[config.mk]
export PLATFORM = sky130hd
export DESIGN_NAME = mult_arbiter_flat
export DESIGN_NICKNAME = d
export VERILOG_FILES = /design/src/rtl/mult_arbiter_if.sv /design/src/rtl/mult_arbiter.sv /design/src/flat_wrapper.sv
export SDC_FILE = /design/constraint.sdc
export NUM_CORES = 1
export LEC_CHECK = 0
export BUFFER_PORTS_ARGS = -buffer_cell sky130_fd_sc_hd__buf_2
export CORE_UTILIZATION = 50
export CTS_BUF_LIST = sky130_fd_sc_hd__clkbuf_2 sky130_fd_sc_hd__clkbuf_4 sky130_fd_sc_hd__clkbuf_8
export DETAILED_ROUTE_END_ITERATION = 7
export PLACE_DENSITY = 0.87
export SYNTH_ARGS = -nofsm -noshare
export SYNTH_HDL_FRONTEND = slang
export SYNTH_SLANG_ARGS = --single-unit
[constraint.sdc]
create_clock -name clock_100Mhz -period 1.8 [get_ports clock_100Mhz]
set_clock_uncertainty 0.05 [all_clocks]
set_input_delay 0.18 -clock clock_100Mhz [delete_from_list [all_inputs] [get_ports clock_100Mhz]]
set_output_delay 0.18 -clock clock_100Mhz [all_outputs]
set_load 0.01 [all_outputs]
[src/rtl/mult_arbiter_if.sv]
// Bus between the shared-multiplier arbiter, its two requesters and the multiplier.
//
// Issue handshake: a requester raises *_valid with operands held stable; the op
// transfers on the rising edge of any cycle where *_valid and *_ready are both 1.
// *_ready is never 1 without its *_valid, and at most one *_ready is 1 per cycle.
// Responses (*_resp_valid with resp_z) are one-cycle strobes with no backpressure.
interface mult_arbiter_if #(
    parameter int WIDTH = 4
);
    logic                 a_valid;
    logic                 a_ready;
    logic [WIDTH-1:0]     a_x;
    logic [WIDTH-1:0]     a_y;
    logic                 b_valid;
    logic                 b_ready;
    logic [WIDTH-1:0]     b_x;
    logic [WIDTH-1:0]     b_y;
    logic                 a_resp_valid;
    logic                 b_resp_valid;
    logic [2*WIDTH-1:0]   resp_z;
    logic [WIDTH-1:0]     mult_x;
    logic [WIDTH-1:0]     mult_y;
    logic [2*WIDTH-1:0]   mult_z;
    logic                 busy;
    logic [7:0]           issue_count;
    logic                 rr_last_dbg;   // last port granted: 0 = A, 1 = B

    // Arbiter side
    modport slave (
        input  a_valid, a_x, a_y, b_valid, b_x, b_y, mult_z,
        output a_ready, b_ready, a_resp_valid, b_resp_valid, resp_z,
               mult_x, mult_y, busy, issue_count, rr_last_dbg
    );

    // Requester / multiplier side
    modport master (
        output a_valid, a_x, a_y, b_valid, b_x, b_y, mult_z,
        input  a_ready, b_ready, a_resp_valid, b_resp_valid, resp_z,
               mult_x, mult_y, busy, issue_count, rr_last_dbg
    );
endinterface

[src/rtl/mult_arbiter.sv]
// Round-robin arbiter sharing one registered multiplier between ports A and B.
// A tag pipe (valid + originating port) runs alongside the multiplier so every
// product is strobed back only to the port that issued it, LATENCY+1 cycles
// after the handshake. LATENCY must be in 1..8 to match the multiplier.
module mult_arbiter #(
    parameter int WIDTH   = 4,
    parameter int LATENCY = 2
) (
    input  logic          clock_100Mhz,
    input  logic          reset,
    mult_arbiter_if.slave bus
);
    typedef enum logic {
        PORT_A = 1'b0,
        PORT_B = 1'b1
    } port_e;

    port_e              rr_last_q, rr_last_d;
    logic [WIDTH-1:0]   mult_x_q, mult_x_d;
    logic [WIDTH-1:0]   mult_y_q, mult_y_d;
    logic [7:0]         issue_count_q, issue_count_d;
    logic [LATENCY:0]   tag_v_q, tag_v_d;   // stage valid bits, 0 = newest
    logic [LATENCY:0]   tag_p_q, tag_p_d;   // stage port bits, 1 = B
    logic               grant_a, grant_b;
    logic               issue;

    // Combinational grant: lone requester always wins, contention goes to the
    // port that was not granted last; held off entirely during reset.
    always_comb begin
        grant_a = 1'b0;
        grant_b = 1'b0;
        if (!reset) begin
            if (bus.a_valid && bus.b_valid) begin
                grant_a = (rr_last_q == PORT_B);
                grant_b = (rr_last_q == PORT_A);
            end else begin
                grant_a = bus.a_valid;
                grant_b = bus.b_valid;
            end
        end
    end

    // Grants only assert with their valid, so a grant is a handshake.
    assign issue = grant_a | grant_b;

    // Next-state: capture operands and bump the counter on issue; tag pipe
    // shifts every cycle with a bubble inserted when nothing issues.
    always_comb begin
        rr_last_d     = rr_last_q;
        mult_x_d      = mult_x_q;
        mult_y_d      = mult_y_q;
        issue_count_d = issue_count_q;
        tag_v_d       = {tag_v_q[LATENCY-1:0], issue};
        tag_p_d       = {tag_p_q[LATENCY-1:0], grant_b};
        if (grant_a) begin
            rr_last_d = PORT_A;
            mult_x_d  = bus.a_x;
            mult_y_d  = bus.a_y;
        end else if (grant_b) begin
            rr_last_d = PORT_B;
            mult_x_d  = bus.b_x;
            mult_y_d  = bus.b_y;
        end
        if (issue) begin
            issue_count_d = issue_count_q + 8'd1;
        end
    end

    // State registers; reset discards anything in flight.
    always_ff @(posedge clock_100Mhz or posedge reset) begin
        if (reset) begin
            rr_last_q     <= PORT_B;
            mult_x_q      <= '0;
            mult_y_q      <= '0;
            issue_count_q <= '0;
            tag_v_q       <= '0;
            tag_p_q       <= '0;
        end else begin
            rr_last_q     <= rr_last_d;
            mult_x_q      <= mult_x_d;
            mult_y_q      <= mult_y_d;
            issue_count_q <= issue_count_d;
            tag_v_q       <= tag_v_d;
            tag_p_q       <= tag_p_d;
        end
    end

    assign bus.a_ready      = grant_a;
    assign bus.b_ready      = grant_b;
    assign bus.mult_x       = mult_x_q;
    assign bus.mult_y       = mult_y_q;
    assign bus.issue_count  = issue_count_q;
    assign bus.rr_last_dbg  = rr_last_q;
    assign bus.busy         = |tag_v_q;
    assign bus.resp_z       = bus.mult_z;
    assign bus.a_resp_valid = tag_v_q[LATENCY] & ~tag_p_q[LATENCY];
    assign bus.b_resp_valid = tag_v_q[LATENCY] &  tag_p_q[LATENCY];
endmodule

[src/flat_wrapper.sv]
// flat-port wrapper written by rule: the top's interface ports become plain ports
module mult_arbiter_flat 
#(
    parameter int WIDTH   = 4,
    parameter int LATENCY = 2
)
  (clock_100Mhz, reset, bus_a_valid, bus_a_x, bus_a_y, bus_b_valid, bus_b_x, bus_b_y, bus_mult_z, bus_a_ready, bus_b_ready, bus_a_resp_valid, bus_b_resp_valid, bus_resp_z, bus_mult_x, bus_mult_y, bus_busy, bus_issue_count, bus_rr_last_dbg);
  mult_arbiter_if #(.WIDTH(WIDTH)) bus_i ();
  input  logic clock_100Mhz;
  input  logic reset;
  input wire logic [$bits(bus_i.a_valid)-1:0] bus_a_valid;
  input wire logic [$bits(bus_i.a_x)-1:0] bus_a_x;
  input wire logic [$bits(bus_i.a_y)-1:0] bus_a_y;
  input wire logic [$bits(bus_i.b_valid)-1:0] bus_b_valid;
  input wire logic [$bits(bus_i.b_x)-1:0] bus_b_x;
  input wire logic [$bits(bus_i.b_y)-1:0] bus_b_y;
  input wire logic [$bits(bus_i.mult_z)-1:0] bus_mult_z;
  output wire logic [$bits(bus_i.a_ready)-1:0] bus_a_ready;
  output wire logic [$bits(bus_i.b_ready)-1:0] bus_b_ready;
  output wire logic [$bits(bus_i.a_resp_valid)-1:0] bus_a_resp_valid;
  output wire logic [$bits(bus_i.b_resp_valid)-1:0] bus_b_resp_valid;
  output wire logic [$bits(bus_i.resp_z)-1:0] bus_resp_z;
  output wire logic [$bits(bus_i.mult_x)-1:0] bus_mult_x;
  output wire logic [$bits(bus_i.mult_y)-1:0] bus_mult_y;
  output wire logic [$bits(bus_i.busy)-1:0] bus_busy;
  output wire logic [$bits(bus_i.issue_count)-1:0] bus_issue_count;
  output wire logic [$bits(bus_i.rr_last_dbg)-1:0] bus_rr_last_dbg;
  assign bus_i.a_valid = bus_a_valid;
  assign bus_i.a_x = bus_a_x;
  assign bus_i.a_y = bus_a_y;
  assign bus_i.b_valid = bus_b_valid;
  assign bus_i.b_x = bus_b_x;
  assign bus_i.b_y = bus_b_y;
  assign bus_i.mult_z = bus_mult_z;
  assign bus_a_ready = bus_i.a_ready;
  assign bus_b_ready = bus_i.b_ready;
  assign bus_a_resp_valid = bus_i.a_resp_valid;
  assign bus_b_resp_valid = bus_i.b_resp_valid;
  assign bus_resp_z = bus_i.resp_z;
  assign bus_mult_x = bus_i.mult_x;
  assign bus_mult_y = bus_i.mult_y;
  assign bus_busy = bus_i.busy;
  assign bus_issue_count = bus_i.issue_count;
  assign bus_rr_last_dbg = bus_i.rr_last_dbg;
  mult_arbiter #(.WIDTH(WIDTH), .LATENCY(LATENCY)) u_core (.clock_100Mhz(clock_100Mhz), .reset(reset), .bus(bus_i));
endmodule
=== Word level (Yosys, flattened, before mapping) ===
Cells that the tools add are included.

* Bits in read-only memories: 0
* Bits in latches: 0
* Word-level logic and storage cells: 25
* Memories kept: 0
* Input port bits: 28
* Output and inout bits: 30
* RAM bits: 0
* Register bits after elaboration: 23

* Add/sub/neg operators: 1
* Shift operators: 0
* Equal/unequal tests: 0
* Order comparisons: 0
* Reduce and logical (&&, ||, !) cells: 3
* Mux-type cells: 10
* Divide/modulo/power cells: 0
* Bitwise gates (word level): 5
* $mul: 0

{| class="wikitable"
|+ Operators by type and width
! operator !! count
|-
| two-way mux 4 bit || 4
|-
| adder 8 x 1 -> 8 bit (second input constant) || 1
|-
| two-way mux 1 bit || 6
|-
| OR reduction 3 bit || 1
|-
| AND 1 bit || 2
|-
| NOT 1 bit || 2
|-
| nonzero test 2 bit || 1
|-
| logical AND 1 bit || 1
|-
| OR 1 bit || 1
|}

=== Logic depth before layout (Yosys ltp) ===
* Depth in word-level cells: 5
* Mapped depth: 5

=== Worst setup path after synthesis ===
Ideal clock, no wire load.

* Path kind: input to register
* From: in reset
* To: reg u_core.mult_x_q[0], in the netlist u_core.bus.mult_x[0]
* Library setup time: 0.134 ns
* Data required time: 1.616 ns
* Arrival: 1.218 ns
* Cell stages on the path: 3
* Path slack: 0.398 ns
* Cells stage by stage: clkinv_1 -> o2111ai_1 -> a31oi_1

* Longest elaborated chain between the ends: 2

{| class="wikitable"
|+ RTL lines
! item !! line !! source
|-
| start, declared || flat_wrapper.sv:10 || <nowiki>input logic reset;</nowiki>
|-
| two-way mux 1 bit || mult_arbiter.sv:32 || <nowiki>if (!reset) begin</nowiki>
|-
| two-way mux 4 bit / nonzero test 2 bit (equally long branches) || n/a ||
|-
| end signal, assigned || mult_arbiter.sv:80 || <nowiki>mult_x_q <= mult_x_d;</nowiki>
|-
| end, declared || mult_arbiter.sv:19 || <nowiki>logic [WIDTH-1:0] mult_x_q, mult_x_d;</nowiki>
|}

Parallel ways exist; a longest one is shown, timed or not.
A chain may end at the register's enable or synchronous reset.

=== Worst setup path in the final report ===
* From: reg u_core.rr_last_q, in the netlist u_core.bus.rr_last_dbg
* To: out bus_a_ready

* Longest elaborated chain between the ends: 2

{| class="wikitable"
|+ RTL lines
! item !! line !! source
|-
| start, declared || mult_arbiter.sv:18 || <nowiki>port_e rr_last_q, rr_last_d;</nowiki>
|-
| start signal, assigned || mult_arbiter.sv:79 || <nowiki>rr_last_q <= rr_last_d;</nowiki>
|-
| two-way mux 1 bit || mult_arbiter.sv:33 || <nowiki>if (bus.a_valid && bus.b_valid) begin</nowiki>
|-
| two-way mux 1 bit || mult_arbiter.sv:32 ||
|-
| end, declared || flat_wrapper.sv:18 || <nowiki>output wire logic [$bits(bus_i.a_ready)-1:0] bus_a_ready;</nowiki>
|}

No other way between the ends.

==> impl_metrics.tcl <==
set metrics [dict create \
    start_util_pct 55.2 \
    synthDominantCellAreaShare_pct 49.3 \
    synth-seq-cells 23 \
    drive_gt1_share_pct 40.3 \
    place_congestion 0.884 \
    yosysTopAreaCell "dfrtp_1" \
    cp-start-kind "flop" \
    overflow 0 \
    post-synth-top-count-cell "dfrtp_1" \
    grt_pass1_vias 791 \
    cts_resized 0 \
    multi_input_area_sq_um 417 \
    grt_max_degree 27 \
    clk_pin_slew_ps 120 \
    use_met2_pct 32.2 \
    cts_tree "done" \
    synth_seq_area_share_pct 51.7 \
    place_inst 154 \
    relSlewSlack_pct 74.7 \
    viasPerCell 5.60 \
    cts_buffer_depth 2 \
    cp_cell_sequence "and2b_1 -> nor2_1 -> buf_2" \
    critPathSlowestCell "dfstp_2" \
    fin_nets 164 \
    rows 16 \
    htree_levels 1 \
    rsz0062_at_grt "false" \
    dp_hpwl_um 1630 \
    dieHeight_um 49.2 \
    synthesis.area_sq_um 1120 \
    cts_made_buffers 3 \
    hold_class "in2reg" \
    critPathRequiredTime_ps 1570 \
    antenna_cells 0 \
    worstPathArrival_ps 1390 \
    synth.area.top_cells "dfrtp_1, buf_4, o2111ai_1" \
    die_area_sq_um 2430 \
    p_per_area_nw_per_um2 1080 \
    vias 902 \
    clock.fmax_mhz 619 \
    async_flop_share_pct 100 \
    regArea_sq_um 577 \
    globalRouteMet3Util_pct 1.87 \
    period_needed_ps 1620 \
    status "complete, no violations" \
    drtAntennaViolNets 0 \
    postSynthAreaPerCell_sq_um 11.4 \
    worstMarginPinSlew_ps 377 \
    cap_violations 0 \
    synth_top_flop_cell "dfrtp_1" \
    cts.sinks 23 \
    die_x_um 49.2 \
    drt_pass1_iterations 4 \
    place_ws_ps 406 \
    setup_tns_ps 0 \
    antenna_found_initial 0 \
    fin_crit_sh_pct 89.8 \
    io_buffers 41 \
    grtUsageMet1_pct 26.5 \
    worst-path-buf-inv 1 \
    area_growth_pct 16.8 \
    hold_violations 0 \
    clock_latency_ps 300 \
    maxSlewViolCount 0 \
    grt_pass1_wl_um 3670 \
    final_cells 161 \
    ys_warn_count 0 \
    crit_path_max_fanout 9 \
    irDropWorstVdd_mv 0.637 \
    synth_edf_count 0 \
    yosysUniqueCellTypes 31 \
    netlist_top_cells_count "dfrtp_1, buf_4, nor2_1" \
    fillers 155 \
    drcViolationCount 0 \
    root_buffer "clkbuf_4" \
    grt_use_total_pct 19.6 \
    grt.busiest_layer "met2" \
    p_leak_nw 0.622 \
    io_pins 58 \
    syn_nets 127 \
    cp_top_family "flip-flops" \
    wire_per_inst_um 13.7 \
    cp-end-kind "output port" \
    crit_type "reg2out" \
    slowest_delay_ps 590 \
    syn_inst 98 \
    drt_iter0_drc 35 \
    fin_ws_ps 184 \
    setup_violations 0 \
    routed_wl_um 2200 \
    coreArea_sq_um 2020 \
]
==> cell type report <==
| type | instances | area share, % |
|---|---|---|
| clock buffer | 3 | 1.73 |
| sequential | 23 | 44.2 |
| tap | 27 | 2.59 |
| timing repair buffer | 45 | 18.2 |
| multi-input combinational | 59 | 32.0 |
| clock inverter | 1 | 0.384 |
| inverter | 3 | 0.864 |
==> sequential cells by signal, indices dropped and copies added, names as in the netlist <==
signal / cells
u_core.bus.mult_y: 4
u_core.bus.rr_last_dbg: 1
u_core.bus.issue_count: 8
u_core.tag_v_q: 3
u_core.tag_p_q: 3
u_core.bus.mult_x: 4
==> cell families after synthesis <==
group | share of synthesized area (%)
AO/OA/AOI/OAI | 17.2
AND/OR/NAND/NOR | 11.5
flip-flops | 51.7
buffers and inverters | 11.0
XOR/XNOR | 6.17
multiplexers | 1.34
adder cells (fa/ha/maj) | 1.12
==> per-layer routing <==
layer / vias to the layer above / routed length (um)
met2: 34 / 1100
li1: 425 / -
met1: 434 / 955
met3: 9 / 117
met4: 0 / 29
met5: - / 0
==> timing repair <==
item | 4_1_cts | 5_1_grt
setup buffers | 0 | 2
setup endpoints to repair | 0 | 1
hold endpoints to repair | 2 | 0
hold buffers | 1 | 0
==> path summary, 6_finish.rpt <==
check                                                   start                                  to  slack [ps]  cells after the start
max                        u_core.bus.rr_last_dbg$_DFFE_PP1P_                         bus_a_ready         180                      3
min                                                bus_b_x[0]    u_core.bus.mult_x[0]$_DFFE_PP0P_          90                      3
max reg2reg                u_core.bus.rr_last_dbg$_DFFE_PP1P_    u_core.bus.mult_y[2]$_DFFE_PP0P_         450                      3
min reg2reg                       u_core.tag_p_q[1]$_DFF_PP0_         u_core.tag_p_q[2]$_DFF_PP0_         320                      0
max in group asynchronous                               reset  u_core.bus.rr_last_dbg$_DFFE_PP1P_         830                      4
min in group asynchronous                               reset    u_core.bus.mult_x[1]$_DFFE_PP0P_         300                      3
==> power by group <==
part	switching [mW]	internal, mW
combinational	0.216	0.217
sequential	0.115	0.626
clock	0.146	0.0827
==> cell usage in the layout, fill, tap and decap left out, types with 3 or more instances in the layout <==
cell type and count:
buf_2 41, dfrtp_1 22, nor2_1 9, o2111ai_1 8, o21ai_0 8, a31oi_1 8, xnor2_1 5, nand3_1 3
clkbuf_4 3, buf_4 3
==> tightest hold or removal path: cells and delay by family <==
family	cells	cell delay [ps]
compound gates	2	140
buf+inv	1	90
==> per-stage QoR <==
stage / power (mW) / area, sq um / hold slack, ps / util, %
3_3_place_gp: 1.15 / 1250 / 66.2 / 61.9
3_5_place_dp: 1.18 / 1250 / 75.3 / 61.9
2_1_floorplan: 1.03 / 1120 / 77.1 / -
5_1_grt: 1.49 / 1300 / 86.9 / 64.5
6_report: 1.40 / 1300 / 89.8 / 64.5
4_1_cts: 1.40 / 1290 / 86.5 / 63.7
(Power assumes the default switching activity.)
